--- src/rtl/vga_timing_pkg.sv ---
// Shared VGA raster timing defaults and the pixel coordinate type.
// videoGenerador imports this package too, so the coordinate width stays in one place.
package vga_timing_pkg;

  localparam int DEF_CLK_DIV  = 2;

  localparam int DEF_H_ACTIVE = 640;
  localparam int DEF_H_FP     = 16;
  localparam int DEF_H_SYNC   = 96;
  localparam int DEF_H_BP     = 48;
  localparam int DEF_H_TOTAL  = DEF_H_ACTIVE + DEF_H_FP + DEF_H_SYNC + DEF_H_BP;

  localparam int DEF_V_ACTIVE = 480;
  localparam int DEF_V_FP     = 10;
  localparam int DEF_V_SYNC   = 2;
  localparam int DEF_V_BP     = 33;
  localparam int DEF_V_TOTAL  = DEF_V_ACTIVE + DEF_V_FP + DEF_V_SYNC + DEF_V_BP;

  localparam int COORD_W      = 10;
  localparam int COORD_LIMIT  = 1 << COORD_W;

  typedef logic [COORD_W-1:0] coord_t;

endpackage

--- src/rtl/vga_timing_gen_if.sv ---
// Raster timing bundle: driven by vga_timing_gen, consumed by videoGenerador and the DAC pins.
interface vga_timing_gen_if;
  import vga_timing_pkg::*;

  logic   pix_en;
  logic   vga_clk;
  coord_t cuentaX;
  coord_t cuentaY;
  logic   hsync;
  logic   vsync;
  logic   blank_n;
  logic   sync_n;
  logic   frame_tick;

  modport master (
    output pix_en, vga_clk, cuentaX, cuentaY, hsync, vsync, blank_n, sync_n, frame_tick
  );

  modport slave (
    input pix_en, vga_clk, cuentaX, cuentaY, hsync, vsync, blank_n, sync_n, frame_tick
  );

endinterface

--- src/rtl/vga_timing_gen_clk_en_div.sv ---
// Pixel-rate divider: one-clk pix_en strobe per pixel plus a registered square-wave
// pixel clock for the DAC. Both outputs come straight from flops.
module clk_en_div #(
  parameter int DIV = 2
) (
  input  logic clk,
  input  logic rst,
  output logic o_pix_en,
  output logic o_vga_clk
);

  localparam int            CW   = (DIV > 1) ? $clog2(DIV) : 1;
  localparam logic [CW-1:0] LAST = CW'(DIV - 1);

  logic [CW-1:0] r_cnt;
  logic          r_pix_en;
  logic          r_vga_clk;

  // Wrap-around divide count; pix_en is the registered terminal-count decode.
  always_ff @(posedge clk) begin
    if (rst) begin
      r_cnt    <= '0;
      r_pix_en <= 1'b0;
    end else begin
      r_cnt    <= (r_cnt == LAST) ? '0 : r_cnt + CW'(1);
      r_pix_en <= (r_cnt == LAST);
    end
  end

  // With no division the DAC should run from clk itself, so vga_clk just parks high.
  if (DIV == 1) begin : g_div1
    // Constant-high pixel clock after reset.
    always_ff @(posedge clk) begin
      if (rst) r_vga_clk <= 1'b0;
      else     r_vga_clk <= 1'b1;
    end
  end else begin : g_divn
    localparam logic [CW-1:0] HALF = CW'(DIV / 2);
    // Second half of the divide period drives vga_clk high, putting its rise mid-pixel.
    always_ff @(posedge clk) begin
      if (rst) r_vga_clk <= 1'b0;
      else     r_vga_clk <= (r_cnt >= HALF);
    end
  end

  assign o_pix_en  = r_pix_en;
  assign o_vga_clk = r_vga_clk;

endmodule

--- src/rtl/vga_timing_gen.sv ---
// VGA raster timing source: pixel/line counters, sync and blank decodes, DAC controls
// and a once-per-frame tick at the start of vertical blanking.
module vga_timing_gen
  import vga_timing_pkg::*;
#(
  parameter int CLK_DIV  = DEF_CLK_DIV,
  parameter int H_ACTIVE = DEF_H_ACTIVE,
  parameter int H_FP     = DEF_H_FP,
  parameter int H_SYNC   = DEF_H_SYNC,
  parameter int H_BP     = DEF_H_BP,
  parameter int V_ACTIVE = DEF_V_ACTIVE,
  parameter int V_FP     = DEF_V_FP,
  parameter int V_SYNC   = DEF_V_SYNC,
  parameter int V_BP     = DEF_V_BP
) (
  input  logic              clk,
  input  logic              rst,
  vga_timing_gen_if.master  o_vga
);

  localparam int H_TOTAL = H_ACTIVE + H_FP + H_SYNC + H_BP;
  localparam int V_TOTAL = V_ACTIVE + V_FP + V_SYNC + V_BP;

  if (H_TOTAL > COORD_LIMIT || V_TOTAL > COORD_LIMIT) begin : g_bad_total
    $error("vga_timing_gen: H_TOTAL/V_TOTAL must not exceed 1024");
  end
  if (CLK_DIV < 1) begin : g_bad_div
    $error("vga_timing_gen: CLK_DIV must be at least 1");
  end

  // Sync/blank bounds are 11 bits wide so an end bound of exactly 1024 still compares correctly.
  localparam coord_t      X_LAST   = coord_t'(H_TOTAL - 1);
  localparam coord_t      Y_LAST   = coord_t'(V_TOTAL - 1);
  localparam coord_t      Y_ACT    = coord_t'(V_ACTIVE);
  localparam logic [10:0] X_ACT11  = 11'(H_ACTIVE);
  localparam logic [10:0] Y_ACT11  = 11'(V_ACTIVE);
  localparam logic [10:0] HS_START = 11'(H_ACTIVE + H_FP);
  localparam logic [10:0] HS_END   = 11'(H_ACTIVE + H_FP + H_SYNC);
  localparam logic [10:0] VS_START = 11'(V_ACTIVE + V_FP);
  localparam logic [10:0] VS_END   = 11'(V_ACTIVE + V_FP + V_SYNC);

  logic   w_pix_en;
  logic   w_vga_clk;
  logic   w_x_wrap;
  coord_t w_x_nxt;
  coord_t w_y_nxt;

  coord_t r_x;
  coord_t r_y;
  logic   r_hsync;
  logic   r_vsync;
  logic   r_blank_n;
  logic   r_frame_tick;

  clk_en_div #(.DIV(CLK_DIV)) u_div (
    .clk       (clk),
    .rst       (rst),
    .o_pix_en  (w_pix_en),
    .o_vga_clk (w_vga_clk)
  );

  // Next raster position; holds between pixel strobes.
  always_comb begin
    w_x_wrap = w_pix_en && (r_x == X_LAST);
    w_x_nxt  = r_x;
    w_y_nxt  = r_y;
    if (w_pix_en) begin
      w_x_nxt = w_x_wrap ? '0 : r_x + coord_t'(1);
      if (w_x_wrap) w_y_nxt = (r_y == Y_LAST) ? '0 : r_y + coord_t'(1);
    end
  end

  // Counters plus decodes of their next values, so every output moves on the same edge.
  always_ff @(posedge clk) begin
    if (rst) begin
      r_x          <= '0;
      r_y          <= '0;
      r_hsync      <= 1'b1;
      r_vsync      <= 1'b1;
      r_blank_n    <= 1'b1;
      r_frame_tick <= 1'b0;
    end else begin
      r_x          <= w_x_nxt;
      r_y          <= w_y_nxt;
      r_hsync      <= !(({1'b0, w_x_nxt} >= HS_START) && ({1'b0, w_x_nxt} < HS_END));
      r_vsync      <= !(({1'b0, w_y_nxt} >= VS_START) && ({1'b0, w_y_nxt} < VS_END));
      r_blank_n    <= ({1'b0, w_x_nxt} < X_ACT11) && ({1'b0, w_y_nxt} < Y_ACT11);
      r_frame_tick <= w_x_wrap && (w_y_nxt == Y_ACT);
    end
  end

  assign o_vga.pix_en     = w_pix_en;
  assign o_vga.vga_clk    = w_vga_clk;
  assign o_vga.cuentaX    = r_x;
  assign o_vga.cuentaY    = r_y;
  assign o_vga.hsync      = r_hsync;
  assign o_vga.vsync      = r_vsync;
  assign o_vga.blank_n    = r_blank_n;
  assign o_vga.sync_n     = 1'b0;
  assign o_vga.frame_tick = r_frame_tick;

endmodule

--- src/flat_wrapper.sv ---
// flat-port wrapper written by rule: the top's interface ports become plain ports
module vga_timing_gen_flat import vga_timing_pkg::*;
#(
  parameter int CLK_DIV  = DEF_CLK_DIV,
  parameter int H_ACTIVE = DEF_H_ACTIVE,
  parameter int H_FP     = DEF_H_FP,
  parameter int H_SYNC   = DEF_H_SYNC,
  parameter int H_BP     = DEF_H_BP,
  parameter int V_ACTIVE = DEF_V_ACTIVE,
  parameter int V_FP     = DEF_V_FP,
  parameter int V_SYNC   = DEF_V_SYNC,
  parameter int V_BP     = DEF_V_BP
)
  (clk, rst, o_vga_pix_en, o_vga_vga_clk, o_vga_cuentaX, o_vga_cuentaY, o_vga_hsync, o_vga_vsync, o_vga_blank_n, o_vga_sync_n, o_vga_frame_tick);
  vga_timing_gen_if o_vga_i ();
  input  logic clk;
  input  logic rst;
  output wire logic [$bits(o_vga_i.pix_en)-1:0] o_vga_pix_en;
  output wire logic [$bits(o_vga_i.vga_clk)-1:0] o_vga_vga_clk;
  output wire logic [$bits(o_vga_i.cuentaX)-1:0] o_vga_cuentaX;
  output wire logic [$bits(o_vga_i.cuentaY)-1:0] o_vga_cuentaY;
  output wire logic [$bits(o_vga_i.hsync)-1:0] o_vga_hsync;
  output wire logic [$bits(o_vga_i.vsync)-1:0] o_vga_vsync;
  output wire logic [$bits(o_vga_i.blank_n)-1:0] o_vga_blank_n;
  output wire logic [$bits(o_vga_i.sync_n)-1:0] o_vga_sync_n;
  output wire logic [$bits(o_vga_i.frame_tick)-1:0] o_vga_frame_tick;
  assign o_vga_pix_en = o_vga_i.pix_en;
  assign o_vga_vga_clk = o_vga_i.vga_clk;
  assign o_vga_cuentaX = o_vga_i.cuentaX;
  assign o_vga_cuentaY = o_vga_i.cuentaY;
  assign o_vga_hsync = o_vga_i.hsync;
  assign o_vga_vsync = o_vga_i.vsync;
  assign o_vga_blank_n = o_vga_i.blank_n;
  assign o_vga_sync_n = o_vga_i.sync_n;
  assign o_vga_frame_tick = o_vga_i.frame_tick;
  vga_timing_gen #(.CLK_DIV(CLK_DIV), .H_ACTIVE(H_ACTIVE), .H_FP(H_FP), .H_SYNC(H_SYNC), .H_BP(H_BP), .V_ACTIVE(V_ACTIVE), .V_FP(V_FP), .V_SYNC(V_SYNC), .V_BP(V_BP)) u_core (.clk(clk), .rst(rst), .o_vga(o_vga_i));
endmodule
--- config.mk ---
export PLATFORM = sky130hd
export DESIGN_NAME = vga_timing_gen_flat
export DESIGN_NICKNAME = d
export VERILOG_FILES = /design/src/rtl/vga_timing_pkg.sv /design/src/rtl/vga_timing_gen_if.sv /design/src/rtl/vga_timing_gen_clk_en_div.sv /design/src/rtl/vga_timing_gen.sv /design/src/flat_wrapper.sv
export SDC_FILE = /design/constraint.sdc
export NUM_CORES = 1
export LEC_CHECK = 0
export ABC_CLOCK_PERIOD_IN_PS = 2900
export BUFFER_PORTS_ARGS = -buffer_cell sky130_fd_sc_hd__buf_2
export CAP_MARGIN = 10
export CORE_ASPECT_RATIO = 0.6
export CORE_MARGIN = 4
export CORE_UTILIZATION = 50
export CTS_BUF_LIST = sky130_fd_sc_hd__clkbuf_4
export CTS_CLUSTER_SIZE = 40
export DETAILED_ROUTE_END_ITERATION = 7
export PLACE_DENSITY = 0.7
export SYNTH_ARGS = -nofsm -noshare
export SYNTH_HDL_FRONTEND = slang
export SYNTH_HIERARCHICAL = 1
export SYNTH_SLANG_ARGS = --single-unit
--- constraint.sdc ---
create_clock -name clk -period 2.9 [get_ports clk]
set_input_delay 0.145 -clock clk [delete_from_list [all_inputs] [get_ports clk]]
set_output_delay 0.145 -clock clk [all_outputs]
set_load 0.05 [all_outputs]
==> reports/metrics.cfg, run 1 <==
[sta]
finalCritPeriodShare = 0.886
max_freq_ghz = 0.389
tightest_slew_ns = 0.582
skew_ns = 0.00184
setup-violations-final = 0
hold_slack_ns = 0.242
finalHoldViolCount = 0
post-route-min-period_ns = 2.57
final.setup.tns_ns = 0
rsz0062_at_grt = no
slew_headroom = 0.612
drv_slew = 0

[placement]
dpl.hpwl_um = 2710
gp_congestion = 0.893
port_buffers = 27
dp_cells = 232

[logic_synthesis]
synth_top_family_by_area = simple AND/OR/NAND/NOR gates
synth_area_per_cell_um2 = 8.75
yosys_warnings = 6
synth_simple_gate_area_frac = 0.333
yosysSeqAreaShare = 0.340
synth-edff-count = 0
synthesis.area_um2 = 1530
synth_compound_area_frac = 0.130
synth_xor_area_frac = 0.0572
synth_top_flop_cell = dfxtp_1
syn-num-nets = 180
synthCells = 175
synthDistinctLibCells = 53
async_reset_ff_frac = 0
synth_fa_ha_area_frac = 0.0245
synth.area.mux_share = 0.0270
synth-seq-cells = 26

[clock_tree]
cts_hold_buf = 0
cts_root_buffer = clkbuf_4
clk_latency_ns = 0.32
post_cts_buffers = 0
cts_tree = done
cts.sink_count = 26
cts-resized-gates = 0
cts_buffers = 3
clk_path_buf_depth = 2
htreeDepth = 1
clk_pin_slew_ns = 0.13

[floorplanning]
die_h_um = 50.9
initial_core_util = 0.526
core_um2 = 2910
core.rowCount = 15
num_io_pins = 29
die-area_um2 = 4040
die_w_um = 79.5

[global_route]
grt.met2_usage = 0.289
grt-busiest-layer = met2
use_met3 = 0.0511
grt-ovfl-total = 0
met1_usage = 0.279
grt_max_degree = 25
grt_pass1_vias = 1241
antenna_found_initial = 0
grt_first_pass_wirelength_um = 6000
track_usage = 0.190

[worst_hold_path]
hp-class = input pin to flop
hold_depth = 2
min-delay-start = rst

[finish]
final_common_cell = buf_2
multi_input_area_um2 = 878
drive_gt1_frac = 0.233
synthToLayoutAreaGrowth_pct = 7.27
diodes = 0
nFillCells = 267
register_area_um2 = 520
final_cells = 235
layout.nets = 200
final_cell_mix = 27 x buf_2, 26 x dfxtp_1, 16 x nor2_1, 16 x nand2_1, 14 x nor3_1

[run_status]
status = completed

[route]
detail_route.first_pass.iterations = 4
initialDrtViolationCount = 257
routed_wl_um = 3560
drc_errors = 0
ant_nets = 0
routed_via_density = 5.78
num_vias = 1359
post_drt_wl_per_cell_um = 15.2

[worst_setup_path]
path_buf_inv = 0
cpMaxStageDelayCell = dfxtp_1
crit_chain = nor4bb_4, and3_1, nand3b_4, a21oi_2, o221ai_2, or4b_1
cp.arrival_ns = 2.78
path_class = flop to flop
worstRegToRegCells = 6
crit_start = u_core/o_vga.cuentaX[4]$_SDFF_PP0_
max_stage_delay_ns = 0.60
crit_family = simple AND/OR/NAND/NOR gates
r2r-start = u_core/o_vga.cuentaX[4]$_SDFF_PP0_
critPathMaxFanout = 16
worstPathRequired_ns = 3.11
cp-start-kind = flop
worstSetupEndpointType = flop
cp.depth = 6

[run]
drv_cap = 0

[pwr]
max-vdd-ir-drop_mv = 0.189
power_density_nw_per_um2 = 331
cellLeakagePower_nw = 0.619

registers in the layout, summed over array words and instances (netlist names):
name and cells:
u_core/o_vga.cuentaX 10, u_core/o_vga.cuentaY 10, u_core/o_vga.blank_n 1, u_core/o_vga.frame_tick 1, u_core/o_vga.hsync 1, u_core/o_vga.vsync 1
u_core/u_div/o_pix_en 1, u_core/u_div/r_cnt 1
logic make-up after synthesis:
kind of cell | after synthesis
AOI/OAI and AO/OA | 28
xor gates and xnor gates | 10
adders and majority gates | 3
buffers and inverters | 19
DFF | 26
muxes | 4
other | 1
and+or+nand+nor | 84
cell type report:
type                    instances  area share
repair buffers                 29      0.0914
flip-flops and latches         26       0.317
multi-input cells             130       0.535
well taps                      42      0.0320
inverters                       5      0.0114
clock buffers                   3      0.0137
metal layers:
layer | vias up | routed length, µm
li1 | 659 | -
met1 | 633 | 1700
met2 | 63 | 1510
met3 | 4 | 329
met4 | 0 | 21
met5 | - | 0
Yosys cell counts (2+ instances only):
cell type / n / area share
inv_1: 5 / 0.012
ha_1: 3 / 0.025
buf_1: 2 / 0.0049
clkbuf_1: 2 / 0.0049
nand4_1: 8 / 0.033
a21oi_1: 7 / 0.023
o21ai_0: 7 / 0.023
and3_1: 3 / 0.012
nor3_1: 14 / 0.046
nand3b_1: 2 / 0.0098
or3_1: 3 / 0.012
nor2_1: 16 / 0.039
nand3_1: 6 / 0.020
mux2i_1: 3 / 0.020
buf_4: 3 / 0.015
nand2_1: 16 / 0.039
buf_6: 6 / 0.044
xnor2_1: 7 / 0.040
xor2_1: 3 / 0.017
dfxtp_1: 26 / 0.34
power breakdown:
group          switching (mW)  internal [mW]
combinational          0.0236        0.00757
clock                   0.101         0.0487
sequential            0.00296          0.360
total                   0.128          0.417
stage by stage:
step	area (µm²)	total power, mW	setup slack [ns]	utilization
2_1_floorplan	1530	0.397	0.367	-
3_3_place_gp	1620	0.401	0.478	0.557
3_5_place_dp	1620	0.402	0.366	0.557
4_1_cts	1640	0.552	0.353	0.565
5_1_grt	1640	0.570	0.148	0.565
6_report	1640	0.544	0.330	0.565
path summary, 6_finish.rpt:
check	endpoint	slack (ns)
min reg2reg	u_core/u_div/r_cnt$_SDFF_PP0_	0.43
max reg2reg	u_core/o_vga.vsync$_SDFF_PP1_	0.33
min	u_core/u_div/r_cnt$_SDFF_PP0_	0.24
max	u_core/o_vga.vsync$_SDFF_PP1_	0.33
Power figures use the tool's default switching activity.
==> run 2: changes to the inputs <==
--- a/config.mk
+++ b/config.mk
@@ -5,6 +5,7 @@
 export SDC_FILE = /design/constraint.sdc
 export NUM_CORES = 1
 export LEC_CHECK = 0
+export ABC_AREA = 1
 export ABC_CLOCK_PERIOD_IN_PS = 2900
 export BUFFER_PORTS_ARGS = -buffer_cell sky130_fd_sc_hd__buf_2
 export CAP_MARGIN = 10
@@ -15,6 +16,7 @@
 export CTS_CLUSTER_SIZE = 40
 export DETAILED_ROUTE_END_ITERATION = 7
 export PLACE_DENSITY = 0.7
+export SETUP_SLACK_MARGIN = 0.4
 export SYNTH_ARGS = -nofsm -noshare
 export SYNTH_HDL_FRONTEND = slang
 export SYNTH_HIERARCHICAL = 1
==> reports/metrics.cfg, run 2 <==
[run_status]
status = completed

[route]
post_drt_wl_per_cell_um = 12.1
detail_route.first_pass.iterations = 5
wl_met3_um = 368
num_vias = 1470
routed_via_density = 4.98
met1_length_um = 1950
routed_wl_um = 3560
ant_nets = 0
wl_met2_um = 1220
dr.max_layer_used = met4
initialDrtViolationCount = 166
drc_errors = 0

[sta]
rsz0062_at_grt = no
drv_slew = 0
final.setup.tns_ns = 0
skew_ns = 0.00512
finalHoldViolCount = 0
max_freq_ghz = 0.527
worst_slack_ns = 1.00
finalCritPeriodShare = 0.654
post-route-min-period_ns = 1.90
setup-violations-final = 0

[pwr]
finalPower_uw = 646
seqPwrFrac = 0.563
combinationalPowerShare = 0.045
cellLeakagePower_nw = 0.830
swShare = 0.218
p_clk_frac = 0.392
max-vdd-ir-drop_mv = 0.372
power.switching_uw = 141
power_density_nw_per_um2 = 386
intPower_uw = 505

[logic_synthesis]
synth_top_family_by_area = simple AND/OR/NAND/NOR gates
synth_compound_area_frac = 0.0620
synth_area_leader_cell = dfxtp_1
yosysSeqAreaShare = 0.353
synth-seq-cells = 26
synth_xor_area_frac = 0.00595
synth.area.mux_share = 0
synthCells = 229
synth_top_flop_cell = dfxtp_1
yosys_warnings = 6
synth_area_per_cell_um2 = 6.43
synth_fa_ha_area_frac = 0.0255
yosysMostFrequentCell = nand2_1
synth_area_leaders = dfxtp_1 35%, nand2_1 17%, nor2_1 10%, inv_1 6.6%, nand3_1 5.4%
syn-num-nets = 234
synth_common_cells = 67 x nand2_1, 40 x nor2_1, 26 x dfxtp_1, 26 x inv_1, 16 x nand3_1
synth_simple_gate_area_frac = 0.446
synthDistinctLibCells = 31
synthesis.area_um2 = 1470
synth-edff-count = 0
async_reset_ff_frac = 0
synth_top_area_frac = 0.353

[clock_tree]
cts_tree = done
htreeDepth = 1
cts_buffers = 3
clk_latency_ns = 0.33
clk_pin_slew_ns = 0.15
cts_hold_buf = 0
cts_root_buffer = clkbuf_4
cts-resized-gates = 0
clk_path_buf_depth = 2
cts.sink_count = 26
post_cts_buffers = 0

[placement]
post_dp_cell_area_um2 = 1620
port_buffers = 27
dp_cells = 291
preCtsSetupSlack_ns = 1.05
dpl.hpwl_um = 2700
gp_congestion = 0.877

[worst_setup_path]
cpMaxStageDelayCell = dfxtp_1
max_stage_delay_ns = 0.41
path_buf_inv = 0
path_class = flop to flop
crit_chain = ha_1, nand2_1, nor2_2, nand4_1, nand3_1, nand2_1, o21ai_1, nand2_1, nand4_1
critPathMaxFanout = 9
cp.arrival_ns = 2.17
worstSetupEndpointType = flop
crit_family = simple AND/OR/NAND/NOR gates
crit_top_cell = nand2_1
worstPathRequired_ns = 3.18
cp-start-kind = flop

[global_route]
grt-ovfl-total = 0
antenna_found_initial = 0
track_usage = 0.189
grt_max_degree = 20
grt_first_pass_wirelength_um = 5820
grt_pass1_vias = 1197

[finish]
final_cells = 295
synthToLayoutAreaGrowth_pct = 13.6
final_cell_mix = 67 x nand2_1, 40 x nor2_1, 27 x buf_2
design_area_um2 = 1670
final_common_cell = nand2_1
diodes = 0
layout.nets = 261
drive_gt1_frac = 0.180

[floorplanning]
num_io_pins = 29
core.rowCount = 14
die_h_um = 50.0
core_um2 = 2660
initial_core_util = 0.553
die_w_um = 78.1
die-area_um2 = 3910

[worst_hold_path]
hp-class = input pin to flop

[run]
drv_cap = 0

[run 2: changes by cell type in the layout (fill, tap and decap cells not counted), sizes merged, moves of 3 or more]
cell   previous run  this run
inv               5        30
nor2             16        45
mux2i             3         0
nor3             14         3
xnor2             7         0
nand3             7        18
nand2            16        70
or3               4         0
[run 2: final cells by class]
| class | instances | area, µm² |
|---|---|---|
| fill | 264 | 990 |
| clock inverter | 1 | 30.0 |
| inverter | 31 | 116 |
| tap | 40 | 50.0 |
| clock buffer | 3 | 22.5 |
| multi-input combinational | 167 | 798 |
| sequential | 26 | 520 |
| timing repair buffer | 27 | 135 |
[run 2: layer usage]
layer	global-route usage	vias up
li1	-	759
met3	0.0491	4
met2	0.237	82
met4	0.0233	0
met5	0	-
met1	0.314	625
[run 2: cell families (layout without fill, tap and decap cells)]
kind of cell               Yosys count  in the layout
DFF                                 26             26
other                                1              1
buffers and inverters               36             62
xor gates and xnor gates             1              1
AOI/OAI and AO/OA                   16             16
adders and majority gates            3              3
and+or+nand+nor                    146            146
[run 2: path summary, 6_finish.rpt]
check	startpoint	endpoint	slack, ns	cells past startpoint
hold reg to reg	u_core/u_div/r_cnt$_SDFF_PP0_	u_core/u_div/r_cnt$_SDFF_PP0_	0.42	1
setup / recovery	u_core/o_vga.cuentaX[0]$_SDFF_PP0_	u_core/o_vga.hsync$_SDFF_PP1_	1.00	9
setup reg to reg	u_core/o_vga.cuentaX[0]$_SDFF_PP0_	u_core/o_vga.hsync$_SDFF_PP1_	1.00	9
hold / removal	rst	u_core/o_vga.cuentaX[4]$_SDFF_PP0_	0.20	2
[run 2: worst register-to-register path, cell delays in order (launching register included)]
cell and delay (ns):
dfxtp_1 0.41, ha_1 0.21, nand2_1 0.09, nor2_2 0.15, nand4_1 0.39, nand3_1 0.27
nand2_1 0.07, o21ai_1 0.08, nand2_1 0.07, nand4_1 0.10
[run 2: through the flow]
step / util / hold slack, ns
final: 0.628 / 0.200
after global placement: 0.609 / 0.406
after global routing: 0.628 / 0.212
after detailed placement: 0.609 / 0.405
after CTS: 0.628 / 0.190
after floorplan: - / 0.212
[run 2: power groups by stage]
stage / Sequential [mW] / Combinational (mW) / Clock, mW
2_1_floorplan: 0.378 / 0.0178 / 0
3_3_place_gp: 0.371 / 0.0292 / 0
3_5_place_dp: 0.371 / 0.0288 / 0
4_1_cts: 0.364 / 0.0289 / 0.261
5_1_grt: 0.365 / 0.0314 / 0.277
6_report: 0.364 / 0.0289 / 0.254
==> run 3: changes to the inputs <==
--- a/config.mk
+++ b/config.mk
@@ -5,8 +5,8 @@
 export SDC_FILE = /design/constraint.sdc
 export NUM_CORES = 1
 export LEC_CHECK = 0
-export ABC_AREA = 1
-export ABC_CLOCK_PERIOD_IN_PS = 2900
+export ABC_AREA = 0
+export ABC_CLOCK_PERIOD_IN_PS = 1900
 export BUFFER_PORTS_ARGS = -buffer_cell sky130_fd_sc_hd__buf_2
 export CAP_MARGIN = 10
 export CORE_ASPECT_RATIO = 0.6
==> constraint.sdc (replaced) <==
create_clock -name clk -period 1.9 [get_ports clk]
set_input_delay 0.095 -clock clk [delete_from_list [all_inputs] [get_ports clk]]
set_output_delay 0.095 -clock clk [all_outputs]
set_load 0.05 [all_outputs]
==> reports/metrics.cfg, run 3 (synthesized netlist as in run 1, its figures left out) <==
[worst_setup_path]
path_buf_inv = 0
cpMaxStageDelayCell = or4b_1
r2r_end = u_core/o_vga.vsync$_SDFF_PP1_
cp-start-kind = flop
cp.arrival_ns = 2.37
worstRegToRegCells = 7
path_class = flop to flop
crit_end = u_core/o_vga.vsync$_SDFF_PP1_
critPathMaxFanout = 4
crit_family = simple AND/OR/NAND/NOR gates
r2r_setup_slack_ns = -0.25
crit_start = u_core/o_vga.cuentaX[1]$_SDFF_PP0_
r2r-start = u_core/o_vga.cuentaX[1]$_SDFF_PP0_
worstSetupEndpointType = flop
cp.depth = 7
max_stage_delay_ns = 0.53
crit_chain = ha_4, and4_4, and3_4, or3_4, a21oi_4, o221ai_2, or4b_1
worstPathRequired_ns = 2.12

[finish]
final_common_cell = buf_4
drive_gt1_frac = 0.573
final_cell_mix = 43 x buf_4, 27 x buf_2, 15 x nand2_1
multi_input_area_um2 = 1040
layout.nets = 247
design_area_um2 = 2260
synthToLayoutAreaGrowth_pct = 47.6
diodes = 0
register_area_um2 = 567
nFillCells = 199

[clock_tree]
cts_root_buffer = clkbuf_4
cts_buffers = 3
clk_path_buf_depth = 2
htreeDepth = 1
clk_pin_slew_ns = 0.15
cts.sink_count = 26
clk_latency_ns = 0.33
cts_hold_buf = 0
cts_tree = done

[global_route]
grt_pass1_vias = 1487
track_usage = 0.238
antenna_found_initial = 0
grt_first_pass_wirelength_um = 7410
grt-ovfl-total = 0
grt_max_degree = 25

[floorplanning]
die_h_um = 50.9
core_um2 = 2910
die-area_um2 = 4040
initial_core_util = 0.526
core.rowCount = 15
num_io_pins = 29
die_w_um = 79.5

[placement]
preCtsSetupSlack_ns = -0.195
dpl.hpwl_um = 3210
port_buffers = 27
post_dp_cell_area_um2 = 1960
gp_congestion = 0.904

[pwr]
cellLeakagePower_nw = 0.922
finalPower_uw = 988
max-vdd-ir-drop_mv = 0.344
power_density_nw_per_um2 = 437

[sta]
drv_slew = 0
tightest_slew_ns = 0.572
slew_headroom = 0.619
worst_slack_ns = -0.250
setup-violations-final = 4
rsz0062_at_grt = yes
post-route-min-period_ns = 2.15
finalCritPeriodShare = 1.13
hold_slack_ns = 0.227
skew_ns = 0.00615
final.setup.tns_ns = -0.691
finalHoldViolCount = 0
max_freq_ghz = 0.465

[run_status]
status = finished, violations left
violations = setup timing

[route]
drc_errors = 0
detail_route.first_pass.iterations = 4
ant_nets = 0
routed_wl_um = 4740
initialDrtViolationCount = 114
routed_via_density = 5.63
post_drt_wl_per_cell_um = 16.8
num_vias = 1594

[worst_hold_path]
hp-class = input pin to flop
hold_depth = 2

[run]
drv_cap = 0

run 3: worst min path at each step:
| stage | from | endpoint |
|---|---|---|
| 2_1_floorplan | rst | u_core/u_div/o_pix_en$_SDFF_PP0_ |
| 3_3_place_gp | u_core/u_div/r_cnt$_SDFF_PP0_ | u_core/u_div/r_cnt$_SDFF_PP0_ |
| 3_5_place_dp | u_core/u_div/r_cnt$_SDFF_PP0_ | u_core/u_div/r_cnt$_SDFF_PP0_ |
| 4_1_cts | rst | u_core/u_div/r_cnt$_SDFF_PP0_ |
| 5_1_grt | rst | u_core/o_vga.cuentaY[7]$_SDFF_PP0_ |
| 6_report | rst | u_core/u_div/r_cnt$_SDFF_PP0_ |
run 3: area by class of cell:
class,count,area share
clock inverters,1,0.0133
clock buffers,3,0.00996
repair buffers,76,0.232
flip-flops and latches,26,0.251
multi-input cells,130,0.461
inverters,5,0.00941
well taps,42,0.0232
run 3: repair_timing:
action                     in CTS  in global routing
setup buffers                   7                  4
resized for setup              20                 18
pin swaps                       9                  5
setup endpoints to repair      15                 18
run 3: worst reg2reg max path: cells and delay by family, from the launching register on:
family | cells | cell delay [ns]
adders and majority gates | 1 | 0.15
AOI/OAI and AO/OA | 2 | 0.27
and+or+nand+nor | 4 | 1.24
DFF | 1 | 0.38
run 3: per-layer routing:
layer,up-vias,wire length (µm),global-route usage
li1,752,-,-
met1,757,2010,0.310
met2,77,2190,0.385
met3,8,475,0.0880
met4,0,60,0.0371
met5,-,0,0
run 3: power breakdown:
group | switching [mW] | internal (mW) | total [mW]
Sequential | 0.00345 | 0.539 | 0.543
Combinational | 0.0395 | 0.0146 | 0.0541
Clock | 0.177 | 0.213 | 0.391
run 3: metrics by stage:
stage,util,cells
after floorplan,-,175
after global placement,0.674,268
after detailed placement,0.674,268
after CTS,0.734,279
after global routing,0.777,283
final,0.777,283
